`config.mk`:
```
export PLATFORM = sky130hd
export DESIGN_NAME = fwd_hazard_ctrl
export DESIGN_NICKNAME = d
export VERILOG_FILES = /design/src/rtl/fwd_hazard_ctrl.sv
export SDC_FILE = /design/constraint.sdc
export NUM_CORES = 1
export LEC_CHECK = 0
export CAP_MARGIN = 15
export CORE_ASPECT_RATIO = 1.25
export CORE_MARGIN = 1
export CORE_UTILIZATION = 50
export CTS_CLUSTER_SIZE = 25
export DETAILED_ROUTE_END_ITERATION = 16
export PLACE_DENSITY_LB_ADDON = 0.25
export SKIP_LAST_GASP = 1
export SLEW_MARGIN = 25
export SYNTH_ARGS = -nofsm -noshare
export SYNTH_HDL_FRONTEND = slang
export SYNTH_SLANG_ARGS = --single-unit
```
`constraint.sdc`:
```
create_clock -name clk -period 2.3 [get_ports clk]
set_clock_uncertainty 0.05 [all_clocks]
set_input_delay 0.23 -clock clk [delete_from_list [all_inputs] [get_ports clk]]
set_output_delay 0.23 -clock clk [all_outputs]
set_load 0.03 [all_outputs]
```
`src/rtl/fwd_hazard_ctrl.sv`:
```
// Forwarding-select and load-use/branch hazard control for a 5-stage core.
// Optional stall/flush performance counters are enabled by defining HAZARD_PERF_CNT_EN.
module fwd_hazard_ctrl #(
    parameter int REG_ADDR_WIDTH = 5,
    parameter int SEL_WIDTH      = 2
) (
    input  logic                      clk,
    input  logic                      rst_n,
    input  logic [REG_ADDR_WIDTH-1:0] rs1_d,
    input  logic [REG_ADDR_WIDTH-1:0] rs2_d,
    input  logic [REG_ADDR_WIDTH-1:0] rd_d,
    input  logic                      reg_write_d,
    input  logic                      is_load_d,
    input  logic                      branch_taken_e,
    output logic [SEL_WIDTH-1:0]      fwd_a_sel,
    output logic [SEL_WIDTH-1:0]      fwd_b_sel,
    output logic                      stall_f,
    output logic                      stall_d,
    output logic                      flush_d,
    output logic                      flush_e
`ifdef HAZARD_PERF_CNT_EN
    ,
    output logic [31:0]               stall_cnt,
    output logic [31:0]               flush_cnt
`endif
);

    localparam logic [SEL_WIDTH-1:0]      SEL_RF  = {SEL_WIDTH{1'b0}};
    localparam logic [SEL_WIDTH-1:0]      SEL_WB  = {{(SEL_WIDTH-1){1'b0}}, 1'b1};
    localparam logic [SEL_WIDTH-1:0]      SEL_MEM = {1'b1, {(SEL_WIDTH-1){1'b0}}};
    localparam logic [REG_ADDR_WIDTH-1:0] REG_X0  = {REG_ADDR_WIDTH{1'b0}};

    typedef struct packed {
        logic [REG_ADDR_WIDTH-1:0] rs1;
        logic [REG_ADDR_WIDTH-1:0] rs2;
        logic [REG_ADDR_WIDTH-1:0] rd;
        logic                      reg_write;
        logic                      is_load;
    } ex_meta_t;

    // Past EX only the write-back identity matters for forwarding decisions.
    typedef struct packed {
        logic [REG_ADDR_WIDTH-1:0] rd;
        logic                      reg_write;
    } wr_meta_t;

    localparam ex_meta_t EX_BUBBLE = '{rs1: REG_X0, rs2: REG_X0, rd: REG_X0,
                                       reg_write: 1'b0, is_load: 1'b0};
    localparam wr_meta_t WR_BUBBLE = '{rd: REG_X0, reg_write: 1'b0};

    ex_meta_t e_q, e_d;
    wr_meta_t m_q, m_d;
    wr_meta_t w_q, w_d;
    logic     lu_s;

    function automatic logic [SEL_WIDTH-1:0] fwd_select(
        input wr_meta_t                  m,
        input wr_meta_t                  w,
        input logic [REG_ADDR_WIDTH-1:0] src
    );
        logic [SEL_WIDTH-1:0] sel;
        if (m.reg_write && (m.rd != REG_X0) && (m.rd == src)) begin
            sel = SEL_MEM;
        end else if (w.reg_write && (w.rd != REG_X0) && (w.rd == src)) begin
            sel = SEL_WB;
        end else begin
            sel = SEL_RF;
        end
        return sel;
    endfunction

    // Hazard detection; a taken branch overrides the stall since ID is on the wrong path.
    always_comb begin
        lu_s = e_q.is_load && (e_q.rd != REG_X0) &&
               ((e_q.rd == rs1_d) || (e_q.rd == rs2_d));
        if (rst_n) begin
            stall_f = lu_s && !branch_taken_e;
            stall_d = lu_s && !branch_taken_e;
            flush_d = branch_taken_e;
            flush_e = lu_s || branch_taken_e;
        end else begin
            stall_f = 1'b0;
            stall_d = 1'b0;
            flush_d = 1'b0;
            flush_e = 1'b0;
        end
    end

    // Operand forwarding selects, valid while the consumer sits in EX.
    always_comb begin
        fwd_a_sel = fwd_select(m_q, w_q, e_q.rs1);
        fwd_b_sel = fwd_select(m_q, w_q, e_q.rs2);
    end

    // Shadow pipeline next state.
    always_comb begin
        if (flush_e) begin
            e_d = EX_BUBBLE;
        end else begin
            e_d = '{rs1: rs1_d, rs2: rs2_d, rd: rd_d,
                    reg_write: reg_write_d, is_load: is_load_d};
        end
        m_d = '{rd: e_q.rd, reg_write: e_q.reg_write};
        w_d = m_q;
    end

    // Shadow pipeline registers.
    always_ff @(posedge clk or negedge rst_n) begin
        if (!rst_n) begin
            e_q <= EX_BUBBLE;
            m_q <= WR_BUBBLE;
            w_q <= WR_BUBBLE;
        end else begin
            e_q <= e_d;
            m_q <= m_d;
            w_q <= w_d;
        end
    end

`ifdef HAZARD_PERF_CNT_EN
    logic [31:0] stall_cnt_q, stall_cnt_d;
    logic [31:0] flush_cnt_q, flush_cnt_d;

    // Event counters, free-running with natural wrap.
    always_comb begin
        if (stall_f) begin
            stall_cnt_d = stall_cnt_q + 32'd1;
        end else begin
            stall_cnt_d = stall_cnt_q;
        end
        if (flush_d) begin
            flush_cnt_d = flush_cnt_q + 32'd1;
        end else begin
            flush_cnt_d = flush_cnt_q;
        end
    end

    // Counter registers.
    always_ff @(posedge clk or negedge rst_n) begin
        if (!rst_n) begin
            stall_cnt_q <= 32'd0;
            flush_cnt_q <= 32'd0;
        end else begin
            stall_cnt_q <= stall_cnt_d;
            flush_cnt_q <= flush_cnt_d;
        end
    end

    assign stall_cnt = stall_cnt_q;
    assign flush_cnt = flush_cnt_q;
`endif

endmodule

```
==> results.md, run 1 <==
* DRT Wirelength at between 2000 and 3000 um
* Avg Synthesized Cell Area at 11.3 sq um
* Flop and latch count out of synthesis at 29
* Gr ovfl total at 0
* Vias in the first global route at 1001
* Antenna violations before repair at 0
* Crit path max fanout at 3
* Place WS at 0.156 ns
* Core area at approximately 0.0027 sq mm
* Hold Buf Count CTS at 0
* Avg WL per Cell at roughly 14 um
* All-Layer GR Usage at 0.212
* Initial Utilization at 0.524
* Worst path slowest cell: or4_4
* Max-slew violations at 0
* Pin count of the biggest net entering global routing at 30
* Detailed Place HPWL at 2000 um
* Setup violations, final at 0
* Startpoint types: flip-flop
* Leakage power at about 0.8 nW
* Mapped Cells at between 100 and 150
* Nets at 180
* Layout cells sized above 1 at 0.230
* Die area at 0.00300 sq mm
* RSZ-0062 raised after global routing: yes
* Via count at roughly 990
* Max Clock Freq at roughly 440 MHz
* Fin crit share at 0.985
* Cts bufs inserted at 5
* First-pass GRT wire length at ~4400 um
* WS Path Type: flip-flop to output pin
* Post-DRT Antenna Nets at 0
* CTS tree: yes
* DRC at 0
* Die Wd at around 49 um
* Post-route setup TNS at 0 ns
* CTS Buffer Depth at 2
* DR pass1 iterations at 4
* Critical path, cell by cell: or4_4, o21ai_4, nor4_2, nor4_2, buf_4
* H-tree levels at 2
* VDD IR-drop max at between 0.4 and 0.5 mV
* Count of cell types in the netlist at 24
* Site row count at 21
* Yosys warning total at 0
* Initial DRC count at 14
* Clock sink count at 29
* Max incr delay on CP at 0.54 ns
* # IOs at 28
* Port bufs at 27
* CTS root buffer: clkbuf_4
* Net Count, Synth at between 100 and 150
* Netlist Area Pre-Place at about 0.0014 sq mm
* Status: complete, no violations
* Critical path endpoint category: output pin
* Chip Height at just over 60 um
* Period minus WS final at 2.27 ns
* Vias per Instance at approximately 5
* Diode count at 0
* Cell mode on critical path: nor4_2
* Worst Setup Slack, final at roughly 0.034 ns
* Clock Latency Late Sink at approximately 0.32 ns
* Worst min path class: primary input to async pin
* RD Place Congestion at around 0.83
* Critical path data arrival time at approximately 2 ns
* Hold Violations, Final at 0
* # Max-Cap Violations at 0
* Seq/Total Area, Yosys at 0.522
* Clock-pin transition on the worst setup and hold timing paths at ~0.090 ns
* Worst slew margin at 0.737
* Actual slew at the worst max-slew pin at slightly below 0.4 ns
* Pwr Density at about 600 mW/mm^2
* Data required, critical path at about 2.0 ns
* Area delta synth->final at 27.1%
worst max-delay path: cells and delay by family (launching register included):
family | cells | cell delay (ns)
buffers and inverters | 1 | 0.20
flip-flops | 1 | 0.40
AO/OA/AOI/OAI | 1 | 0.18
AND/OR/NAND/NOR | 3 | 0.89
kinds of logic (layout without fill, tap and decap cells):
logic type	Yosys count	after routing	synth area share
buffers and inverters	7	45	0.0396
xor gates and xnor gates	30	30	0.189
DFF	29	29	0.522
and+or+nand+nor	34	34	0.125
AOI/OAI and AO/OA	23	23	0.124
layout make-up:
class	count	area, sq um
tap	34	42.5
sequential	29	726
inverter	2	7.51
clock inverter	2	10.0
fill	223	887
multi-input combinational	87	627
timing repair buffer	35	313
clock buffer	6	41.3
power breakdown:
part | total [mW] | switching (mW) | internal, mW
clock | 0.282 | 0.166 | 0.116
combinational | 0.206 | 0.102 | 0.104
sequential | 0.579 | 0.0346 | 0.544
metrics by stage:
stage / instances / total power, mW / hold WS (ns) / utilization / cell area [sq um]
finish: 195 / 1.07 / 0.307 / 0.666 / 1770
global route: 195 / 1.13 / 0.327 / 0.666 / 1770
CTS: 192 / 1.07 / 0.314 / 0.651 / 1730
detailed placement: 183 / 0.786 / 0.291 / 0.629 / 1670
global placement: 183 / 0.780 / 0.288 / 0.629 / 1670
floorplan: 123 / 0.707 / -0.116 / - / 1390
layer usage:
metal | global-route usage | share of wire
met1 | 0.216 | 0.39
met2 | 0.395 | 0.55
met3 | 0.0752 | 0.041
met4 | 0.0882 | 0.019
met5 | 0 | 0
repair_timing:
| action | 4_1_cts | 5_1_grt |
|---|---|---|
| resized for setup | 2 | 5 |
| pin swaps | 0 | 1 |
| setup endpoints to repair | 4 | 4 |
| buffers inserted | 1 | 3 |
registers in the layout, indices dropped and copies added (netlist names):
register and cells:
e_q 17, m_q 6, w_q 6
Yosys cell counts:
library cell	instances	area (sq um)
a21oi_1	7	35.0
a21oi_2	10	87.6
buf_12	1	20.0
buf_2	1	5.00
buf_4	1	7.51
buf_6	1	11.3
clkbuf_1	1	3.75
dfrtp_1	29	726
inv_1	2	7.51
nand2_1	20	75.1
nand3_1	4	20.0
nor3_1	1	5.00
nor4_1	2	12.5
nor4_2	2	25.0
o21ai_0	1	5.00
o21ai_1	1	5.00
o21ai_2	1	8.76
o22a_1	1	8.76
o22ai_2	1	12.5
o311a_1	1	10.0
or3_1	1	6.26
or4_1	4	30.0
xnor2_1	16	140
xor2_1	14	123
cell usage in the layout (no fill, tap or decap), types with 2 or more instances in the layout:
cell type,Yosys,layout
dfrtp_1,29,29
nand2_1,20,20
clkdlybuf4s50_1,0,19
xnor2_1,16,16
xor2_1,14,14
buf_4,1,14
a21oi_2,10,10
a21oi_1,7,7
clkbuf_4,0,5
nand3_1,4,4
nor4_2,2,3
or4_1,4,3
inv_1,2,2
clkinv_2,0,2
path summary, 6_finish.rpt:
check | slack, ns | depth (start not counted) | start | endpoint
worst max-delay path | 0.03 | 5 | m_q[3] | fwd_b_sel[0]
worst min-delay path | 0.31 | 2 | rst_n | e_q[4]
worst max register to register | 0.66 | 4 | e_q[6] | e_q[8]
worst min register to register | 0.31 | 0 | e_q[1] | m_q[0]
max in group asynchronous | 1.61 | 2 | rst_n | w_q[4]
min in group clk | 0.31 | 0 | e_q[1] | m_q[0]
No activity file was read; power rests on OpenSTA's default activity.
==> inputs of run 2 (changes only) <==
--- a/config.mk
+++ b/config.mk
@@ -9,7 +9,7 @@
 export CORE_ASPECT_RATIO = 1.25
 export CORE_MARGIN = 1
 export CORE_UTILIZATION = 50
-export CTS_CLUSTER_SIZE = 25
+export CTS_CLUSTER_SIZE = 30
 export DETAILED_ROUTE_END_ITERATION = 16
 export PLACE_DENSITY_LB_ADDON = 0.25
 export SKIP_LAST_GASP = 1
==> results of run 2 <==
The final DEF is identical to that of run 1; final timing and power are the same.
